--- src/rtl/cvxif_issue_ctrl_if.sv ---
// Coprocessor-side issue/result channel of cvxif_issue_ctrl.
// master = the issue controller, slave = the coprocessor.
interface cvxif_issue_ctrl_if #(
   parameter int NR_IDS = 4,
   parameter int XLEN   = 32
);
   logic                        x_issue_valid_o;
   logic [31:0]                 x_issue_instr_o;
   logic [$clog2(NR_IDS)-1:0]   x_issue_id_o;
   logic [3*XLEN-1:0]           x_issue_rs_o;
   logic [2:0]                  x_issue_rs_valid_o;
   logic                        x_issue_ready_i;
   logic                        x_issue_accept_i;
   logic                        x_issue_writeback_i;
   logic [2:0]                  x_issue_register_read_i;
   logic                        x_result_valid_i;
   logic [$clog2(NR_IDS)-1:0]   x_result_id_i;
   logic [XLEN-1:0]             x_result_data_i;
   logic [4:0]                  x_result_rd_i;
   logic                        x_result_we_i;
   logic                        x_result_ready_o;

   modport master (
      output x_issue_valid_o, x_issue_instr_o, x_issue_id_o, x_issue_rs_o,
             x_issue_rs_valid_o, x_result_ready_o,
      input  x_issue_ready_i, x_issue_accept_i, x_issue_writeback_i,
             x_issue_register_read_i, x_result_valid_i, x_result_id_i,
             x_result_data_i, x_result_rd_i, x_result_we_i
   );

   modport slave (
      input  x_issue_valid_o, x_issue_instr_o, x_issue_id_o, x_issue_rs_o,
             x_issue_rs_valid_o, x_result_ready_o,
      output x_issue_ready_i, x_issue_accept_i, x_issue_writeback_i,
             x_issue_register_read_i, x_result_valid_i, x_result_id_i,
             x_result_data_i, x_result_rd_i, x_result_we_i
   );
endinterface

--- src/rtl/cvxif_issue_ctrl.sv ---
// Issues offloaded instructions to a coprocessor, tracks outstanding IDs and forwards results.
// Optional issue timeout is enabled by defining CVXIF_ISSUE_TIMEOUT_EN.
module cvxif_issue_ctrl #(
   parameter int NR_IDS = 4,
   parameter int XLEN   = 32
) (
   input  logic                          clk_i,
   input  logic                          rst_i,
   input  logic                          instr_valid_i,
   input  logic [31:0]                   instr_i,
   input  logic [XLEN-1:0]               rs1_i,
   input  logic [XLEN-1:0]               rs2_i,
   input  logic [XLEN-1:0]               rs3_i,
   output logic                          instr_ready_o,
   cvxif_issue_ctrl_if.master            xif,
   output logic                          wb_valid_o,
   output logic [XLEN-1:0]               wb_data_o,
   output logic [4:0]                    wb_rd_o,
   output logic [$clog2(NR_IDS)-1:0]     wb_id_o,
   input  logic                          wb_ready_i,
   output logic                          illegal_o,
   output logic                          spurious_o,
   output logic                          timeout_o,
   output logic [$clog2(NR_IDS+1)-1:0]   outstanding_o,
   output logic                          busy_o
);
   localparam int IDW = $clog2(NR_IDS);
   localparam int CW  = $clog2(NR_IDS+1);

   typedef enum logic {IDLE, ISSUE} state_e;

   state_e              state_q, state_d;
   logic [NR_IDS-1:0]   busy_q, busy_d;
   logic [31:0]         instr_q, instr_d;
   logic [3*XLEN-1:0]   rs_q, rs_d;
   logic [IDW-1:0]      id_q, id_d;
   logic                wb_valid_q, wb_valid_d;
   logic [XLEN-1:0]     wb_data_q, wb_data_d;
   logic [4:0]          wb_rd_q, wb_rd_d;
   logic [IDW-1:0]      wb_id_q, wb_id_d;
   logic                illegal_q, illegal_d;
   logic                spurious_q, spurious_d;
   logic                free_any;
   logic [IDW-1:0]      free_id;
   logic                res_fire, res_hit;
   logic [2:0]          unused_rr;
`ifdef CVXIF_ISSUE_TIMEOUT_EN
   logic [7:0]          cnt_q, cnt_d;
   logic                timeout_q, timeout_d;
`endif

   assign unused_rr = xif.x_issue_register_read_i;

   // Descending scan so the lowest-numbered free ID wins.
   always_comb begin
      free_any = 1'b0;
      free_id  = '0;
      for (int i = NR_IDS-1; i >= 0; i--) begin
         if (!busy_q[i]) begin
            free_any = 1'b1;
            free_id  = IDW'(i);
         end
      end
   end

   always_comb begin
      outstanding_o = '0;
      for (int i = 0; i < NR_IDS; i++) outstanding_o = outstanding_o + CW'(busy_q[i]);
   end

   assign xif.x_result_ready_o = !wb_valid_q || wb_ready_i;
   assign res_fire             = xif.x_result_valid_i && xif.x_result_ready_o;
   assign res_hit              = busy_q[xif.x_result_id_i];

   always_comb begin
      state_d       = state_q;
      busy_d        = busy_q;
      instr_d       = instr_q;
      rs_d          = rs_q;
      id_d          = id_q;
      wb_valid_d    = wb_valid_q;
      wb_data_d     = wb_data_q;
      wb_rd_d       = wb_rd_q;
      wb_id_d       = wb_id_q;
      illegal_d     = 1'b0;
      spurious_d    = 1'b0;
      instr_ready_o = 1'b0;
`ifdef CVXIF_ISSUE_TIMEOUT_EN
      cnt_d         = cnt_q;
      timeout_d     = 1'b0;
`endif
      case (state_q)
         IDLE: begin
            instr_ready_o = free_any;
            if (instr_valid_i && free_any) begin
               instr_d = instr_i;
               rs_d    = {rs3_i, rs2_i, rs1_i};
               id_d    = free_id;
               state_d = ISSUE;
`ifdef CVXIF_ISSUE_TIMEOUT_EN
               cnt_d   = '0;
`endif
            end
         end
         ISSUE: begin
            if (xif.x_issue_ready_i) begin
               state_d = IDLE;
               if (!xif.x_issue_accept_i)      illegal_d    = 1'b1;
               else if (xif.x_issue_writeback_i) busy_d[id_q] = 1'b1;
            end
`ifdef CVXIF_ISSUE_TIMEOUT_EN
            else if (cnt_q == 8'd254) begin
               state_d   = IDLE;
               timeout_d = 1'b1;
            end else begin
               cnt_d = cnt_q + 8'd1;
            end
`endif
         end
         default: state_d = IDLE;
      endcase

      // The issuing ID is never busy, so this clear cannot collide with the set above.
      if (res_fire) begin
         if (res_hit) begin
            busy_d[xif.x_result_id_i] = 1'b0;
            if (xif.x_result_we_i) begin
               wb_valid_d = 1'b1;
               wb_data_d  = xif.x_result_data_i;
               wb_rd_d    = xif.x_result_rd_i;
               wb_id_d    = xif.x_result_id_i;
            end else if (wb_ready_i) begin
               wb_valid_d = 1'b0;
            end
         end else begin
            spurious_d = 1'b1;
            if (wb_ready_i) wb_valid_d = 1'b0;
         end
      end else if (wb_ready_i) begin
         wb_valid_d = 1'b0;
      end
   end

   always_ff @(posedge clk_i) begin
      if (rst_i) begin
         state_q    <= IDLE;
         busy_q     <= '0;
         instr_q    <= '0;
         rs_q       <= '0;
         id_q       <= '0;
         wb_valid_q <= 1'b0;
         wb_data_q  <= '0;
         wb_rd_q    <= '0;
         wb_id_q    <= '0;
         illegal_q  <= 1'b0;
         spurious_q <= 1'b0;
      end else begin
         state_q    <= state_d;
         busy_q     <= busy_d;
         instr_q    <= instr_d;
         rs_q       <= rs_d;
         id_q       <= id_d;
         wb_valid_q <= wb_valid_d;
         wb_data_q  <= wb_data_d;
         wb_rd_q    <= wb_rd_d;
         wb_id_q    <= wb_id_d;
         illegal_q  <= illegal_d;
         spurious_q <= spurious_d;
      end
   end

`ifdef CVXIF_ISSUE_TIMEOUT_EN
   always_ff @(posedge clk_i) begin
      if (rst_i) begin
         cnt_q     <= '0;
         timeout_q <= 1'b0;
      end else begin
         cnt_q     <= cnt_d;
         timeout_q <= timeout_d;
      end
   end
   assign timeout_o = timeout_q;
`else
   assign timeout_o = 1'b0;
`endif

   assign xif.x_issue_valid_o    = (state_q == ISSUE);
   assign xif.x_issue_instr_o    = instr_q;
   assign xif.x_issue_id_o       = id_q;
   assign xif.x_issue_rs_o       = rs_q;
   assign xif.x_issue_rs_valid_o = (state_q == ISSUE) ? 3'b111 : 3'b000;
   assign wb_valid_o             = wb_valid_q;
   assign wb_data_o              = wb_data_q;
   assign wb_rd_o                = wb_rd_q;
   assign wb_id_o                = wb_id_q;
   assign illegal_o              = illegal_q;
   assign spurious_o             = spurious_q;
   assign busy_o                 = (state_q == ISSUE) || (|busy_q) || wb_valid_q;
endmodule

--- src/flat_wrapper.sv ---
// flat-port wrapper written by rule: the top's interface ports become plain ports
module cvxif_issue_ctrl_flat 
#(
   parameter int NR_IDS = 4,
   parameter int XLEN   = 32
)
  (clk_i, rst_i, instr_valid_i, instr_i, rs1_i, rs2_i, rs3_i, instr_ready_o, wb_valid_o, wb_data_o, wb_rd_o, wb_id_o, wb_ready_i, illegal_o, spurious_o, timeout_o, outstanding_o, busy_o, xif_x_issue_valid_o, xif_x_issue_instr_o, xif_x_issue_id_o, xif_x_issue_rs_o, xif_x_issue_rs_valid_o, xif_x_result_ready_o, xif_x_issue_ready_i, xif_x_issue_accept_i, xif_x_issue_writeback_i, xif_x_issue_register_read_i, xif_x_result_valid_i, xif_x_result_id_i, xif_x_result_data_i, xif_x_result_rd_i, xif_x_result_we_i);
  cvxif_issue_ctrl_if #(.NR_IDS(NR_IDS), .XLEN(XLEN)) xif_i ();
  input  logic clk_i;
  input  logic rst_i;
  input  logic instr_valid_i;
  input  logic [31:0] instr_i;
  input  logic [XLEN-1:0] rs1_i;
  input  logic [XLEN-1:0] rs2_i;
  input  logic [XLEN-1:0] rs3_i;
  output logic instr_ready_o;
  output logic wb_valid_o;
  output logic [XLEN-1:0] wb_data_o;
  output logic [4:0] wb_rd_o;
  output logic [$clog2(NR_IDS)-1:0] wb_id_o;
  input  logic wb_ready_i;
  output logic illegal_o;
  output logic spurious_o;
  output logic timeout_o;
  output logic [$clog2(NR_IDS+1)-1:0] outstanding_o;
  output logic busy_o;
  output wire logic [$bits(xif_i.x_issue_valid_o)-1:0] xif_x_issue_valid_o;
  output wire logic [$bits(xif_i.x_issue_instr_o)-1:0] xif_x_issue_instr_o;
  output wire logic [$bits(xif_i.x_issue_id_o)-1:0] xif_x_issue_id_o;
  output wire logic [$bits(xif_i.x_issue_rs_o)-1:0] xif_x_issue_rs_o;
  output wire logic [$bits(xif_i.x_issue_rs_valid_o)-1:0] xif_x_issue_rs_valid_o;
  output wire logic [$bits(xif_i.x_result_ready_o)-1:0] xif_x_result_ready_o;
  input wire logic [$bits(xif_i.x_issue_ready_i)-1:0] xif_x_issue_ready_i;
  input wire logic [$bits(xif_i.x_issue_accept_i)-1:0] xif_x_issue_accept_i;
  input wire logic [$bits(xif_i.x_issue_writeback_i)-1:0] xif_x_issue_writeback_i;
  input wire logic [$bits(xif_i.x_issue_register_read_i)-1:0] xif_x_issue_register_read_i;
  input wire logic [$bits(xif_i.x_result_valid_i)-1:0] xif_x_result_valid_i;
  input wire logic [$bits(xif_i.x_result_id_i)-1:0] xif_x_result_id_i;
  input wire logic [$bits(xif_i.x_result_data_i)-1:0] xif_x_result_data_i;
  input wire logic [$bits(xif_i.x_result_rd_i)-1:0] xif_x_result_rd_i;
  input wire logic [$bits(xif_i.x_result_we_i)-1:0] xif_x_result_we_i;
  assign xif_x_issue_valid_o = xif_i.x_issue_valid_o;
  assign xif_x_issue_instr_o = xif_i.x_issue_instr_o;
  assign xif_x_issue_id_o = xif_i.x_issue_id_o;
  assign xif_x_issue_rs_o = xif_i.x_issue_rs_o;
  assign xif_x_issue_rs_valid_o = xif_i.x_issue_rs_valid_o;
  assign xif_x_result_ready_o = xif_i.x_result_ready_o;
  assign xif_i.x_issue_ready_i = xif_x_issue_ready_i;
  assign xif_i.x_issue_accept_i = xif_x_issue_accept_i;
  assign xif_i.x_issue_writeback_i = xif_x_issue_writeback_i;
  assign xif_i.x_issue_register_read_i = xif_x_issue_register_read_i;
  assign xif_i.x_result_valid_i = xif_x_result_valid_i;
  assign xif_i.x_result_id_i = xif_x_result_id_i;
  assign xif_i.x_result_data_i = xif_x_result_data_i;
  assign xif_i.x_result_rd_i = xif_x_result_rd_i;
  assign xif_i.x_result_we_i = xif_x_result_we_i;
  cvxif_issue_ctrl #(.NR_IDS(NR_IDS), .XLEN(XLEN)) u_core (.clk_i(clk_i), .rst_i(rst_i), .instr_valid_i(instr_valid_i), .instr_i(instr_i), .rs1_i(rs1_i), .rs2_i(rs2_i), .rs3_i(rs3_i), .instr_ready_o(instr_ready_o), .xif(xif_i), .wb_valid_o(wb_valid_o), .wb_data_o(wb_data_o), .wb_rd_o(wb_rd_o), .wb_id_o(wb_id_o), .wb_ready_i(wb_ready_i), .illegal_o(illegal_o), .spurious_o(spurious_o), .timeout_o(timeout_o), .outstanding_o(outstanding_o), .busy_o(busy_o));
endmodule
--- config.mk ---
export PLATFORM = sky130hd
export DESIGN_NAME = cvxif_issue_ctrl_flat
export DESIGN_NICKNAME = d
export VERILOG_FILES = /design/src/rtl/cvxif_issue_ctrl_if.sv /design/src/rtl/cvxif_issue_ctrl.sv /design/src/flat_wrapper.sv
export SDC_FILE = /design/constraint.sdc
export NUM_CORES = 1
export LEC_CHECK = 0
export BUFFER_PORTS_ARGS = -buffer_cell sky130_fd_sc_hd__buf_4
export CORE_AREA = 2 2 141 143
export DETAILED_ROUTE_END_ITERATION = 8
export DIE_AREA = 0 0 143 145
export PLACE_DENSITY = 0.66
export SYNTH_ARGS = -nofsm -noshare
export SYNTH_HDL_FRONTEND = slang
export SYNTH_SLANG_ARGS = --single-unit
--- constraint.sdc ---
create_clock -name clk_i -period 2.1 [get_ports clk_i]
set_input_delay 0.21 -clock clk_i [delete_from_list [all_inputs] [get_ports clk_i]]
set_output_delay 0.21 -clock clk_i [all_outputs]
set_load 0.01 [all_outputs]
# After elaboration in Yosys (flattened, before gate mapping)
# Index checks and enable logic that the tools add are counted.
# W data, S select, Z words.
[totals]
latch_bits = 0
register_bits = 177
word_cells = 68
ramBits = 0
out_inout_bits = 183
mem_bits_ro = 0
input_bits = 179
n_memories = 0
[op_classes]
bitwise_logic = 6
shifts = 0
n_div = 0
reduce_logical = 13
addsub = 3
eq_ne = 0
n_mul = 0
order_cmp = 4
mux = 31
[op_table]
columns = ["cell", "n"]
rows = [
  ["$mux W4", 6],
  ["$mux W1", 16],
  ["$mux W2", 4],
  ["$add A3 B1 Y3", 2],
  ["$lt A2 B3 Y1 const B", 2],
  ["$and A4 B4 Y4", 1],
  ["$demux W1 S2", 2],
  ["$ge A2 B1 Y1 const B", 2],
  ["$logic_and A1 B1 Y1", 4],
  ["$not A4 Y4", 1],
  ["$or A4 B4 Y4", 1],
  ["$reduce_or A4 Y1", 1],
  ["$logic_or A1 B1 Y1", 3],
  ["$mux W3", 1],
  ["$not A1 Y1", 3],
  ["$reduce_and A3 Y1", 1],
  ["$reduce_or A3 Y1", 1],
  ["$add A1 B1 Y2", 1],
  ["$bmux W1 S2", 1],
  ["$pmux W1 S2", 1],
  ["$reduce_and A2 Y1", 1],
  ["$reduce_or A2 Y1", 1],
  ["$logic_not A1 Y1", 1],
]

# Logic depth before layout (Yosys ltp)
# Gate-level depths: netlist of run 1.
[depth]
word_depth = 12
depth_mapped = 7

# Least setup slack after synthesis of run 1
# Ideal clock, no wire load.
[synth_path]
path_type = "flip-flop to output port"
startpoint = "register u_core.busy_q[0]"
endpoint = "output outstanding_o[1]"
t_arrival_ns = 1.506
stages_incl_launch_ff = 5
path_buffers = 0
setup_slack_ns = 0.384
required_ns = 1.890
path_cell_list = "dfxtp_1 inv_1 ha_1 fa_1 ha_1"
[synth_via]
elab_chain_cells = 3
[synth_rtl]
columns = ["item", "line_no", "source"]
rows = [
  ["from (decl)", "cvxif_issue_ctrl.sv:33", "logic [NR_IDS-1:0] busy_q, busy_d;"],
  ["from (signal assigned)", "cvxif_issue_ctrl.sv:159", "busy_q <= busy_d;"],
  ["$add A1 B1 Y2", "cvxif_issue_ctrl.sv:68", "for (int i = 0; i < NR_IDS; i++) outstanding_o = outstanding_o + CW'(busy_q[i]);"],
  ["$add A3 B1 Y3 (2 in series)", "cvxif_issue_ctrl.sv:68", ""],
  ["to (decl)", "flat_wrapper.sv:25", "output logic [$clog2(NR_IDS+1)-1:0] outstanding_o;"],
]
# Every way passes these cells.

# Final worst setup path of run 1
[layout_path]
startpoint = "register u_core.busy_q[1]"
endpoint = "output outstanding_o[1]"
# The elaborated chain is that of the path after synthesis.

==> results of run 1 <==
==> worst register-to-register path, stage by stage (launching register included) <==
cell and delay [ns]:
dfxtp_1 0.49, nand4_1 0.27, nand2_4 0.16, buf_12 0.32
nand2_1 0.18, a21oi_1 0.16
==> worst paths after layout <==
path | start | end | slack, ns | cells past startpoint
setup / recovery | u_core.busy_q[1] | outstanding_o[1] | 0.09 | 5
hold / removal | instr_i[30] | u_core.xif.x_issue_instr_o[30] | 0.03 | 3
setup reg to reg | u_core.busy_q[2] | u_core.xif.x_issue_instr_o[12] | 0.47 | 5
hold reg to reg | u_core.xif.x_issue_rs_o[11] | u_core.xif.x_issue_rs_o[11] | 0.45 | 2
==> metal layers <==
layer	share of wire (%)	vias to the layer above
met4	2.4	0
met1	41	2844
met3	8.9	30
li1	-	3213
met2	48	232
met5	0	-
==> layout make-up <==
cell class | instances | area share (%)
clock inverters | 13 | 1.69
clock buffers | 19 | 4.33
flip-flops and latches | 177 | 34.6
repair buffers | 370 | 27.9
multi-input cells | 553 | 28.0
inverters | 5 | 0.183
well taps | 265 | 3.24
==> layout by cell type (no fill, tap or decap), types with 5 or more instances in the layout <==
master and count:
buf_4 362, mux2i_1 40, dfxtp_1 176, buf_12 6, nand2_1 262, clkbuf_16 17, inv_1 5, a21oi_1 134
nand2b_1 80, nor2_1 7
==> through the flow <==
step | total power (W) | area, um2
2_1_floorplan | 0.00411 | 6690
3_3_place_gp | 0.00471 | 9580
3_5_place_dp | 0.00472 | 9580
4_1_cts | 0.00807 | 10200
5_1_grt | 0.00831 | 10200
6_report | 0.00798 | 10200
==> logic make-up (layout without fill, tap and decap cells) <==
family,Yosys count,in the layout,synth area share [%]
simple gates,367,367,24.3
compound gates,140,140,10.8
mux,41,41,6.21
fa+ha+maj,4,4,0.861
flops,177,177,53.0
other cells,1,1,0.0561
buf+inv,66,407,4.75
==> sequential cells by signal (all words and copies together), names as in the netlist <==
signal	count
u_core.xif.x_issue_instr_o	32
u_core.wb_rd_o	5
u_core.wb_data_o	32
u_core.busy_q	4
u_core.wb_valid_o	1
u_core.spurious_o	1
u_core.xif.x_issue_rs_o	96
u_core.wb_id_o	2
u_core.illegal_o	1
u_core.xif.x_issue_id_o	2
u_core.xif.x_issue_valid_o	1
==> what timing repair did <==
| item | CTS | global route |
|---|---|---|
| setup endpoints to repair | 1 | 1 |
| pin swaps | 2 | 1 |
| hold endpoints to repair | 1 | 0 |
| hold buffers | 1 | 0 |
| resized for setup | 4 | 0 |
==> power by group <==
part	internal, W	leakage, nW	switching [W]
sequential	0.00351	1.45	0.0000763
clock	0.00193	0.292	0.00141
combinational	0.000556	2.77	0.000500
==> reports/qor.csv, run 1 <==
stage,metric,value,unit
die,die_y,145,um
placed_design,gp_congestion,0.778,
cts,clockBufferDepth,2,
yosys,syn_area,6690,um2
final_layout,nNetsFinal,1307,
yosys,yosys-top-cells-area,"dfxtp_1 (53%), nand2_1 (15%), a21oi_1 (10%), nand2b_1 (7.5%), mux2i_1 (6.0%)",
sta,worst_pin_slew,0.572,ns
run,cap_violations,0,
worst_hold_path,min_path_type,in2reg,
sta,fmax,497,MHz
die,start_util,34.8,%
yosys,syn_inst,796,
setup_path,path_class,reg2out,
yosys,ys_types,30,
sta,setup_viol,0,
drt,vias_per_cell,4.51,
final_layout,multi_input_area,2860,um2
setup_path,path_delay_family,adder cells,
final_layout,fin_cells,1402,
yosys,synth_edf_count,0,
yosys,synth.largest_area_cell,dfxtp_1,
die,die_w,143,um
grt,grt_pass1_wl,30600,um
setup_path,path_buf_inv,2,
yosys,ys_async_sr_fraction,0,%
setup_path,crit_path_end_kind,output pin,
drt,wl_per_cell,14.3,um
grt,met2_usage,30.4,%
drt,dr.pass1.iters,4,
die,core,19200,um2
placed_design,hpwl,14000,um
final_layout,drive_above_1_share,36.0,%
grt,antenna_found_initial,0,
sta,relSlewSlack,61.8,%
sta,finalCriticalPeriod,2.01,ns
placed_design,dp_cells,1369,
grt,grt_pass1_vias,5934,
drt,drc,0,
setup_path,start_kind,flop,
drt,drtAntennaViolNets,0,
setup_path,crit_fanout,2,
die,rows,51,
yosys,yosys_warnings,0,
grt,grt_use_met3,6.60,%
yosys,synthTopCellsByCount,"nand2_1 (263), dfxtp_1 (177), a21oi_1 (134)",
sta,hold_viol_final,0,
sta,fin_ws,0.0874,ns
yosys,synthFlopType,dfxtp_1,
yosys,synth_seq_area_share,53.0,%
setup_path,cpPeakStageDelay,0.37,ns
placed_design,post-place-ws,0.367,ns
power,vdd_ir_drop_max,0.542,mV
sta,whs,0.0272,ns
status,outcome,finished clean,
sta,drv_slew,0,
yosys,syn_area_per_cell,8.40,um2
cts,cts_setup_buffers,0,
placed_design,portBuffers,357,
grt,grt_max_degree,97,
cts,clk_latency,0.42,ns
grt,grt.total_usage,18.4,%
final_layout,final_util,53.3,%
sta,setup_tns,0,ns
yosys,synth_top_area_share,53.0,%
power,power_density,780,nW/um2
cts,tritoncts,built,
cts,cts.sinks,177,
cts,cts_max_level,4,
grt,gr-total-overflow,0,
cts,cts-buffers-inserted,17,
yosys,ys_seq_elements,177,
power,leakage,4.51,nW
cts,cts_root_buf,clkbuf_16,
die,dieArea,20700,um2
grt,grtUsageMet1,21.9,%
setup_path,arrival,1.80,ns
cts,clkTransAtPathRegs,0.07,ns
sta,rsz0062_at_grt,no,
yosys,yosysMostFrequentCell,nand2_1,
sta,fin_skew,0.0127,ns
setup_path,cpMaxStageDelayCell,fa_2,
setup_path,required,1.89,ns
setup_path,crit_path_frequent_cell,ha_4,
yosys,syn_nets,979,
setup_path,cp_cell_sequence,inv_1 -> ha_4 -> fa_2 -> ha_4 -> buf_4,
final_layout,seqCellArea,3540,um2
final_layout,area_growth,53.0,%
die,io_pins,362,
grt,busiest_layer,met2,
final_layout,antenna_cells,0,
sta,finalCritPeriodShare,95.8,%
final_layout,fillCellCount,1809,
drt,drt-total-wl,20100,um
drt,drt_iter0_drc,223,
drt,vias,6319,
Power figures use the tool's default switching activity.
==> run 2: changes to the inputs <==
--- a/config.mk
+++ b/config.mk
@@ -10,6 +10,7 @@
 export DETAILED_ROUTE_END_ITERATION = 8
 export DIE_AREA = 0 0 143 145
 export PLACE_DENSITY = 0.66
+export RECOVER_POWER = 100
 export SYNTH_ARGS = -nofsm -noshare
 export SYNTH_HDL_FRONTEND = slang
 export SYNTH_SLANG_ARGS = --single-unit
==> run 2 against run 1 <==
  * Clock power hardly changed
  * Total power is 1.7% lower
  * Non-clock buffer count did not move
  * Register-to-register slack got worse by 0.31 ns
  * Global-route usage unchanged
  * Hold slack got worse by 0.00058 ns
  * Cell count did not move
  * Largest cell class unchanged
==> reports/qor.csv, run 2 (same netlist as run 1, synthesis figures left out) <==
stage,metric,value,unit,change
status,outcome,finished clean,,unchanged
sta,setup_viol,0,,unchanged
worst_hold_path,min_path_type,in2reg,,unchanged
die,rows,51,,unchanged
setup_path,arrival,1.80,ns,about the same
sta,relSlewSlack,54.4,%,was 61.8%
final_layout,antenna_cells,0,,unchanged
setup_path,crit_cells,5,,unchanged
grt,antenna_found_initial,0,,unchanged
setup_path,path_buf_inv,2,,unchanged
power,finalPower,0.00784,W,was 0.00798 W
final_layout,nNetsFinal,1307,,unchanged
drt,drt-total-wl,20100,um,about the same
power,power_density,824,nW/um2,was 780 nW/um2
worst_hold_path,hold_depth,3,,unchanged
grt,grt.total_usage,18.4,%,unchanged
cts,cts-buffers-inserted,17,,unchanged
grt,grt_pass1_wl,30600,um,unchanged
setup_path,path_class,reg2out,,unchanged
drt,drtAntennaViolNets,0,,unchanged
die,io_pins,362,,unchanged
sta,whs,0.0267,ns,was 0.0272 ns
die,start_util,34.8,%,unchanged
sta,finalCriticalPeriod,2.01,ns,about the same
setup_path,crit_fanout,2,,unchanged
setup_path,reg2regPathDepth,6,,was 5
cts,clkTransAtPathRegs,0.07,ns,about the same
setup_path,cpMaxStageDelayCell,fa_2,,unchanged
setup_path,cp_cell_sequence,inv_1 -> ha_4 -> fa_2 -> ha_4 -> buf_4,,unchanged
setup_path,path_delay_family,adder cells,,unchanged
drt,vias_per_cell,4.51,,about the same
drt,drc,0,,unchanged
final_layout,final_common_cell,nand2_1,,was buf_4
final_layout,largest_reg_flops,96,,unchanged
placed_design,portBuffers,357,,unchanged
sta,finalCritPeriodShare,95.9,%,was 95.8%
drt,drt_iter0_drc,220,,was 223
cts,clk_latency,0.42,ns,about the same
grt,grt_pass1_vias,5934,,unchanged
cts,cts_max_level,4,,unchanged
placed_design,post-place-ws,0.367,ns,unchanged
die,dieArea,20700,um2,unchanged
drt,vias,6320,,was 6319
sta,drv_slew,0,,unchanged
cts,cts_root_buf,clkbuf_16,,unchanged
sta,fin_ws,0.0871,ns,was 0.0874 ns
die,die_y,145,um,unchanged
setup_path,crit_path_end_kind,output pin,,unchanged
grt,grt_max_degree,97,,unchanged
placed_design,hpwl,14000,um,unchanged
final_layout,fin_cells,1402,,unchanged
cts,clockBufferDepth,2,,unchanged
setup_path,cpPeakStageDelay,0.37,ns,about the same
cts,tritoncts,built,,unchanged
setup_path,required,1.89,ns,about the same
power,vdd_ir_drop_max,0.531,mV,was 0.542 mV
sta,fmax,497,MHz,about the same
sta,rsz0062_at_grt,no,,unchanged
final_layout,final_cell_mix,"nand2_1 (263), clkbuf_1 (182), buf_4 (180)",,"was buf_4 (362), nand2_1 (262), dfxtp_1 (176)"
sta,hold_viol_final,0,,unchanged
sta,setup_tns,0,ns,unchanged
final_layout,fillCellCount,2003,,was 1809
drt,dr.pass1.iters,4,,unchanged
sta,worst_pin_slew,0.684,ns,was 0.572 ns
sta,fin_skew,0.0117,ns,was 0.0127 ns
cts,cts_setup_buffers,0,,unchanged
drt,wl_per_cell,14.3,um,about the same
die,die_w,143,um,unchanged
final_layout,area_growth,42.2,%,was 53.0%
power,leakage,3.75,nW,was 4.51 nW
setup_path,start_kind,flop,,unchanged
run,cap_violations,0,,unchanged
placed_design,gp_congestion,0.778,,unchanged
final_layout,drive_above_1_share,19.8,%,was 36.0%
die,core,19200,um2,unchanged
grt,gr-total-overflow,0,,unchanged
setup_path,crit_path_frequent_cell,ha_4,,unchanged
cts,cts.sinks,177,,unchanged
placed_design,dp_cells,1369,,unchanged
run 2: worst paths after layout:
kind	startpoint	to	slack, ns
min reg2reg	u_core.xif.x_issue_rs_o[79]	u_core.xif.x_issue_rs_o[79]	0.45
max	u_core.busy_q[1]	outstanding_o[1]	0.09
max reg2reg	u_core.busy_q[0]	u_core.wb_rd_o[4]	0.16
min	instr_i[30]	u_core.xif.x_issue_instr_o[30]	0.03
run 2: repair_timing:
action,4_1_cts,5_1_grt
setup endpoints to repair,1,1
resized for setup,4,0
pin swaps,2,1
hold endpoints to repair,1,0
cloned,0,0
hold buffers,1,0
run 2: per-stage QoR:
stage,instance area (um2),util [%]
2_1_floorplan,6690,-
3_3_place_gp,9580,49.9
3_5_place_dp,9580,49.9
4_1_cts,10200,53.3
5_1_grt,9510,49.5
6_report,9510,49.5
run 2: where the power goes:
part | internal, W | total (W) | switching [W]
Sequential | 0.00351 | 0.00358 | 0.0000720
Clock | 0.00193 | 0.00333 | 0.00141
Combinational | 0.000425 | 0.000924 | 0.000499
Total | 0.00586 | 0.00784 | 0.00198
run 2: area by class of cell:
class | count | area (um2) | share of cell area, %
Clock buffer | 19 | 443 | 4.66
Clock inverter | 13 | 173 | 1.82
Sequential cell | 177 | 3540 | 37.3
Timing Repair Buffer | 370 | 2150 | 22.7
Multi-Input combinational cell | 553 | 2840 | 29.9
Tap cell | 265 | 332 | 3.49
Inverter | 5 | 18.8 | 0.197
run 2: worst min-delay path: cells and delay by family:
kind                   cells  cell delay [ns]
buffers and inverters      1             0.11
AO/OA/AOI/OAI              1             0.05
AND/OR/NAND/NOR            1             0.04
run 2: metal layers:
layer	up-vias	global-route usage (%)	part of all wire, %
met4	0	6.73	2.3
met2	232	30.4	47
met5	-	0	0
li1	3209	-	-
met3	32	6.60	8.5
met1	2847	21.9	42
